## src/rtl/fetch_control_if.sv

```systemverilog
`default_nettype none
// ============================================================================
//  Module      : fetch_control_if
//  Description : Signal bundle between fetch_control and its pipeline peers.
//  Revision    : 1.0
// ============================================================================
interface fetch_control_if;
   logic       br_req;
   logic [9:0] br_target;
   logic       load_use_hazard;
   logic       imem_wait;
   logic       halt_req;
   logic       resume;
   logic       pc_branch;
   logic [9:0] pc_br_address;
   logic       pc_stall;
   logic       if_flush;
   logic       fetch_valid;
   logic       halted;
   logic       imem_timeout;

   // Controller side
   modport master (
      input  br_req, br_target, load_use_hazard, imem_wait, halt_req, resume,
      output pc_branch, pc_br_address, pc_stall, if_flush, fetch_valid,
             halted, imem_timeout
   );

   // Pipeline / environment side
   modport slave (
      output br_req, br_target, load_use_hazard, imem_wait, halt_req, resume,
      input  pc_branch, pc_br_address, pc_stall, if_flush, fetch_valid,
             halted, imem_timeout
   );
endinterface
`default_nettype wire

```

## src/rtl/fetch_control.sv

```systemverilog
`default_nettype none
// ============================================================================
//  Module      : fetch_control
//  Description : Instruction-fetch sequencer: branch flush, stall, halt and
//                instruction-memory wait timeout.
//  Revision    : 1.0
// ============================================================================
module fetch_control #(
   parameter int FLUSH_DEPTH = 2,
   parameter int WAIT_LIMIT  = 15
) (
   input  logic            clk,
   input  logic            reset,
   fetch_control_if.master fc
);

   typedef enum logic [2:0] {
      S_IDLE  = 3'd0,
      S_RUN   = 3'd1,
      S_STALL = 3'd2,
      S_FLUSH = 3'd3,
      S_HALT  = 3'd4
   } state_t;

   localparam logic [2:0] c_FLUSH_LOAD = 3'(FLUSH_DEPTH - 1);
   localparam logic [8:0] c_WAIT_LIMIT = 9'(WAIT_LIMIT);

   state_t     r_state;
   state_t     w_state_nxt;
   logic [2:0] r_flush_cnt;
   logic [2:0] w_flush_cnt_nxt;
   logic [7:0] r_wait_cnt;
   logic [7:0] w_wait_cnt_nxt;
   logic       r_imem_timeout;
   logic       w_imem_timeout_nxt;

   logic       w_active;
   logic       w_pc_branch;
   logic       w_pc_stall;
   logic [8:0] w_wait_inc;
   logic       w_timeout_hit;

   assign w_active    = (r_state == S_RUN) || (r_state == S_STALL);
   assign w_pc_branch = fc.br_req && w_active;
   assign w_wait_inc  = {1'b0, r_wait_cnt} + 9'd1;
   // Timeout fires on the wait cycle whose increment reaches the limit.
   assign w_timeout_hit = (r_state == S_STALL) && fc.imem_wait &&
                          (w_wait_inc >= c_WAIT_LIMIT);

   always_comb begin
      w_pc_stall = 1'b1;
      case (r_state)
         S_IDLE:  w_pc_stall = 1'b1;
         S_RUN,
         S_STALL: w_pc_stall = (fc.load_use_hazard || fc.imem_wait) && !fc.br_req;
         S_FLUSH: w_pc_stall = fc.imem_wait;
         S_HALT:  w_pc_stall = 1'b1;
         default: w_pc_stall = 1'b1;
      endcase
   end

   assign fc.pc_branch     = w_pc_branch;
   assign fc.pc_br_address = w_pc_branch ? fc.br_target : 10'h000;
   assign fc.pc_stall      = w_pc_stall;
   assign fc.if_flush      = w_pc_branch || (r_state == S_FLUSH);
   assign fc.fetch_valid   = w_active && !w_pc_stall && !w_pc_branch;
   assign fc.halted        = (r_state == S_HALT);
   assign fc.imem_timeout  = r_imem_timeout;

   always_comb begin
      w_state_nxt        = r_state;
      w_flush_cnt_nxt    = r_flush_cnt;
      w_wait_cnt_nxt     = 8'd0;
      w_imem_timeout_nxt = r_imem_timeout;
      case (r_state)
         S_IDLE: begin
            w_state_nxt = S_RUN;
         end
         S_RUN, S_STALL: begin
            if ((r_state == S_STALL) && fc.imem_wait)
               w_wait_cnt_nxt = w_wait_inc[7:0];
            if (fc.br_req) begin
               if (FLUSH_DEPTH == 1) begin
                  w_state_nxt = S_RUN;
               end else begin
                  w_state_nxt     = S_FLUSH;
                  w_flush_cnt_nxt = c_FLUSH_LOAD;
               end
            end else begin
               if (w_timeout_hit)
                  w_imem_timeout_nxt = 1'b1;
               if (fc.halt_req || w_timeout_hit)
                  w_state_nxt = S_HALT;
               else if (fc.load_use_hazard || fc.imem_wait)
                  w_state_nxt = S_STALL;
               else
                  w_state_nxt = S_RUN;
            end
         end
         S_FLUSH: begin
            // A squash slot only counts once memory actually delivers.
            if (!fc.imem_wait) begin
               if (r_flush_cnt <= 3'd1) begin
                  w_state_nxt     = S_RUN;
                  w_flush_cnt_nxt = 3'd0;
               end else begin
                  w_flush_cnt_nxt = r_flush_cnt - 3'd1;
               end
            end
         end
         S_HALT: begin
            if (fc.resume) begin
               w_state_nxt        = S_RUN;
               w_imem_timeout_nxt = 1'b0;
            end
         end
         default: begin
            w_state_nxt = S_IDLE;
         end
      endcase
   end

   always_ff @(posedge clk or posedge reset) begin
      if (reset) begin
         r_state        <= S_IDLE;
         r_flush_cnt    <= 3'd0;
         r_wait_cnt     <= 8'd0;
         r_imem_timeout <= 1'b0;
      end else begin
         r_state        <= w_state_nxt;
         r_flush_cnt    <= w_flush_cnt_nxt;
         r_wait_cnt     <= w_wait_cnt_nxt;
         r_imem_timeout <= w_imem_timeout_nxt;
      end
   end

endmodule
`default_nettype wire

```

## src/flat_wrapper.sv

```systemverilog
// flat-port wrapper written by rule: the top's interface ports become plain ports
module fetch_control_flat 
#(
   parameter int FLUSH_DEPTH = 2,
   parameter int WAIT_LIMIT  = 15
)
  (clk, reset, fc_br_req, fc_br_target, fc_load_use_hazard, fc_imem_wait, fc_halt_req, fc_resume, fc_pc_branch, fc_pc_br_address, fc_pc_stall, fc_if_flush, fc_fetch_valid, fc_halted, fc_imem_timeout);
  fetch_control_if fc_i ();
  input  logic clk;
  input  logic reset;
  input wire logic [$bits(fc_i.br_req)-1:0] fc_br_req;
  input wire logic [$bits(fc_i.br_target)-1:0] fc_br_target;
  input wire logic [$bits(fc_i.load_use_hazard)-1:0] fc_load_use_hazard;
  input wire logic [$bits(fc_i.imem_wait)-1:0] fc_imem_wait;
  input wire logic [$bits(fc_i.halt_req)-1:0] fc_halt_req;
  input wire logic [$bits(fc_i.resume)-1:0] fc_resume;
  output wire logic [$bits(fc_i.pc_branch)-1:0] fc_pc_branch;
  output wire logic [$bits(fc_i.pc_br_address)-1:0] fc_pc_br_address;
  output wire logic [$bits(fc_i.pc_stall)-1:0] fc_pc_stall;
  output wire logic [$bits(fc_i.if_flush)-1:0] fc_if_flush;
  output wire logic [$bits(fc_i.fetch_valid)-1:0] fc_fetch_valid;
  output wire logic [$bits(fc_i.halted)-1:0] fc_halted;
  output wire logic [$bits(fc_i.imem_timeout)-1:0] fc_imem_timeout;
  assign fc_i.br_req = fc_br_req;
  assign fc_i.br_target = fc_br_target;
  assign fc_i.load_use_hazard = fc_load_use_hazard;
  assign fc_i.imem_wait = fc_imem_wait;
  assign fc_i.halt_req = fc_halt_req;
  assign fc_i.resume = fc_resume;
  assign fc_pc_branch = fc_i.pc_branch;
  assign fc_pc_br_address = fc_i.pc_br_address;
  assign fc_pc_stall = fc_i.pc_stall;
  assign fc_if_flush = fc_i.if_flush;
  assign fc_fetch_valid = fc_i.fetch_valid;
  assign fc_halted = fc_i.halted;
  assign fc_imem_timeout = fc_i.imem_timeout;
  fetch_control #(.FLUSH_DEPTH(FLUSH_DEPTH), .WAIT_LIMIT(WAIT_LIMIT)) u_core (.clk(clk), .reset(reset), .fc(fc_i));
endmodule
```

## config.mk

```make
export PLATFORM = sky130hd
export DESIGN_NAME = fetch_control_flat
export DESIGN_NICKNAME = d
export VERILOG_FILES = /design/src/rtl/fetch_control_if.sv /design/src/rtl/fetch_control.sv /design/src/flat_wrapper.sv
export SDC_FILE = /design/constraint.sdc
export NUM_CORES = 1
export LEC_CHECK = 0
export BUFFER_PORTS_ARGS = -buffer_cell sky130_fd_sc_hd__buf_2
export CORE_UTILIZATION = 53
export CTS_CLUSTER_SIZE = 14
export DETAILED_ROUTE_END_ITERATION = 8
export GPL_TIMING_DRIVEN = 0
export PLACE_DENSITY = 0.85
export SLEW_MARGIN = 10
export SYNTH_ARGS = -nofsm -noshare
export SYNTH_HDL_FRONTEND = slang
export SYNTH_SLANG_ARGS = --single-unit
```

## constraint.sdc

```tcl
create_clock -name clk -period 2.9 [get_ports clk]
set_input_delay 0.145 -clock clk [delete_from_list [all_inputs] [get_ports clk]]
set_output_delay 0.145 -clock clk [all_outputs]
set_load 0.01 [all_outputs]
```

==> qor.txt <==
Post-synth EDFFs = 0
Worst Setup Start Kind = flip-flop
Via density = 5.16
non-filler cells, final = 183
share of post-route cells with drive strength above 1 = 27.2%
number of distinct library cells after synthesis = 32
clk sink count = 15
gr usage total = 24.5%
CP max stage delay = 0.36 ns
vias in the first global route = 873
first-pass GRT wire length = 3550 um
highest clock rate = 497 MHz
CTS tree = built
sequential-to-total area share from yosys stat = 38.2%
hold crit path type = in -> reg
hold slack = 0.134 ns
gp weighted congestion = 0.830
Max Cap Viol = 0
Netlist Area Pre-Place = 983 um2
root buf cell = clkbuf_4
CP max FO = 10
I/O Buffers = 32
leak pwr = 0.620 nW
Die W = 45.1 um
PostCTS Resize Cnt = 0
Final Cycle Share = 69.3%
Crit-path slowest cell = dfrtp_1
RSZ-0062 raised after global routing = no
placed insts = 178
antenna violations before repair = 0
Skew-Pair Late Insertion Delay = 0.28 ns
DRT iter0 DRCs = 13
Layout Skew = 0.00396 ns
total core area = 1730 um2
Max transition margin = 62.7%
CP cell instances = buf_2 -> xor2_1 -> and2_4 -> nand2_2 -> inv_2 -> clkbuf_1 -> and2_1 -> buf_2
DR pass1 iterations = 6
top_reg_cell synth = dfrtp_1
drt drc = 0
status = completed
Synth async-reset ratio = 100%
synthesized area per cell = 8.13 um2
TNS Setup = 0 ns
Overflow after GRT = 0
min-delay src = fc_resume
Power Density = 697 nW/um2
Placed Area = 1170 um2
H-tree levels = 1
Mapped Cells = 121
clock transition at the registers of the reported paths = 0.09 ns
Syn Nets = 142
CTS buffer count = 3
Overall Power = 0.000844 W
DR vias = 945
reg-to-reg critical path startpoint = u_core.r_wait_cnt[0]$_DFF_PP0_
worst-margin pin slew = 0.559 ns
Max Slew Vio Count = 0
Site Rows = 15
Routed WL = 2130 um
I/O pin count = 33
largest net degree at the start of global routing = 16
wire per inst = 11.7 um
Die Span Y = 45.1 um
crit path kind = reg -> out
Routed Antenna Nets = 0
clock tree buffer depth = 2
placed wire-length estimate = 1640 um
n_diodes = 0
Starting Density = 57.0%
Final Hold Fails = 0
P&R area growth vs syn = 23.2%
die area = 2030 um2
Max VDD drop = 0.404 mV
crit path DAT = 1.87 ns
post-route design area = 1210 um2
critical path capture point type = output pin
number of synthesized register bits = 15
worst path required time = 2.76 ns
Setup Viol. Count Final = 0
Critical Path Source = u_core.r_state[1]$_DFFE_PP0P_
fin nets = 180
synth warn = 0
fin crit period = 2.01 ns
Most common cell on crit path = buf_2
through the flow:
stage,setup slack [ns],util (%)
floorplan,1.21,-
global placement,1.07,68.0
detailed placement,1.02,68.0
CTS,0.890,70.1
global route,0.792,70.1
finish,0.889,70.1
state kept, by name (all words and copies together), names as in the netlist:
register / count
u_core.fc.imem_timeout: 1
u_core.r_flush_cnt: 3
u_core.r_wait_cnt: 8
u_core.r_state: 3
cell type report:
type | count | area, um2
buffer | 2 | 8.76
clock buffer | 4 | 26.3
fill | 155 | 515
inverter | 11 | 41.3
multi-input combinational | 93 | 558
sequential | 15 | 375
tap | 25 | 31.3
timing repair buffer | 33 | 170
per-layer routing:
layer | vias to the layer above | routed length, um | track usage, %
li1 | 481 | - | -
met1 | 435 | 866 | 29.4
met2 | 27 | 1170 | 42.0
met3 | 2 | 81 | 4.00
met4 | 0 | 19 | 12.1
met5 | - | 0 | 0
critical path, delay by kind of cell (launching register included):
kind                      cells  cell delay (ns)
xor gates and xnor gates      1             0.15
and+or+nand+nor               3             0.45
DFF                           1             0.36
buffers and inverters         4             0.62
cells by family after synthesis:
kind of cell    Yosys count  synth area share [%]
xor+xnor                  7                  6.23
mux                       1                  1.14
buf+inv                  13                  5.09
compound gates           16                  9.92
flops                    15                  38.2
fa+ha+maj                 4                  5.09
simple gates             65                  34.4
power by group:
| part | switching [W] | internal [W] | total (W) |
|---|---|---|---|
| clock | 0.0000682 | 0.0000534 | 0.000122 |
| combinational | 0.000250 | 0.000197 | 0.000447 |
| sequential | 0.0000340 | 0.000242 | 0.000276 |
| total | 0.000352 | 0.000492 | 0.000844 |
layout by cell type, fill, tap and decap left out, types with 4 or more instances in the layout:
cell type | synthesis | final
buf_2 | 1 | 33
inv_1 | 10 | 10
xor2_1 | 4 | 4
a21oi_1 | 4 | 4
dfrtp_1 | 15 | 15
nor2_1 | 17 | 17
and2_1 | 11 | 11
ha_1 | 4 | 4
nand2_1 | 11 | 11
nor3_1 | 8 | 8
o21ai_0 | 7 | 7
nand3_1 | 4 | 4
path summary, 6_finish.rpt:
kind / endpoint / slack, ns / cells past startpoint
max in group asynchronous: u_core.r_wait_cnt[6]$_DFF_PP0_ / 2.09 / 3
max reg2reg: u_core.fc.imem_timeout$_DFFE_PP0P_ / 0.96 / 5
min in group asynchronous: u_core.r_flush_cnt[1]$_DFFE_PP0P_ / 0.44 / 3
max: fc_pc_br_address[4] / 0.89 / 8
min: u_core.r_state[0]$_DFFE_PP0P_ / 0.13 / 3
min reg2reg: u_core.fc.imem_timeout$_DFFE_PP0P_ / 0.51 / 2
repair_timing:
| action | in CTS | in global routing |
|---|---|---|
| endpoints found under the hold margin | 15 | 0 |
| setup endpoints to repair | 0 | 0 |
| setup buffers | 0 | 0 |
| hold buffers | 1 | 0 |
synth_stat cells (3+ instances only):
cell type | n | area [um2]
nand2_1 | 11 | 41.3
ha_1 | 4 | 50.1
nand3_1 | 4 | 20.0
inv_1 | 10 | 37.5
xnor2_1 | 3 | 26.3
dfrtp_1 | 15 | 375
a21oi_1 | 4 | 20.0
nor3_1 | 8 | 40.0
and2_1 | 11 | 68.8
o21ai_0 | 7 | 35.0
nor2_1 | 17 | 63.8
xor2_1 | 4 | 35.0
No activity file was read; power rests on OpenSTA's default activity.
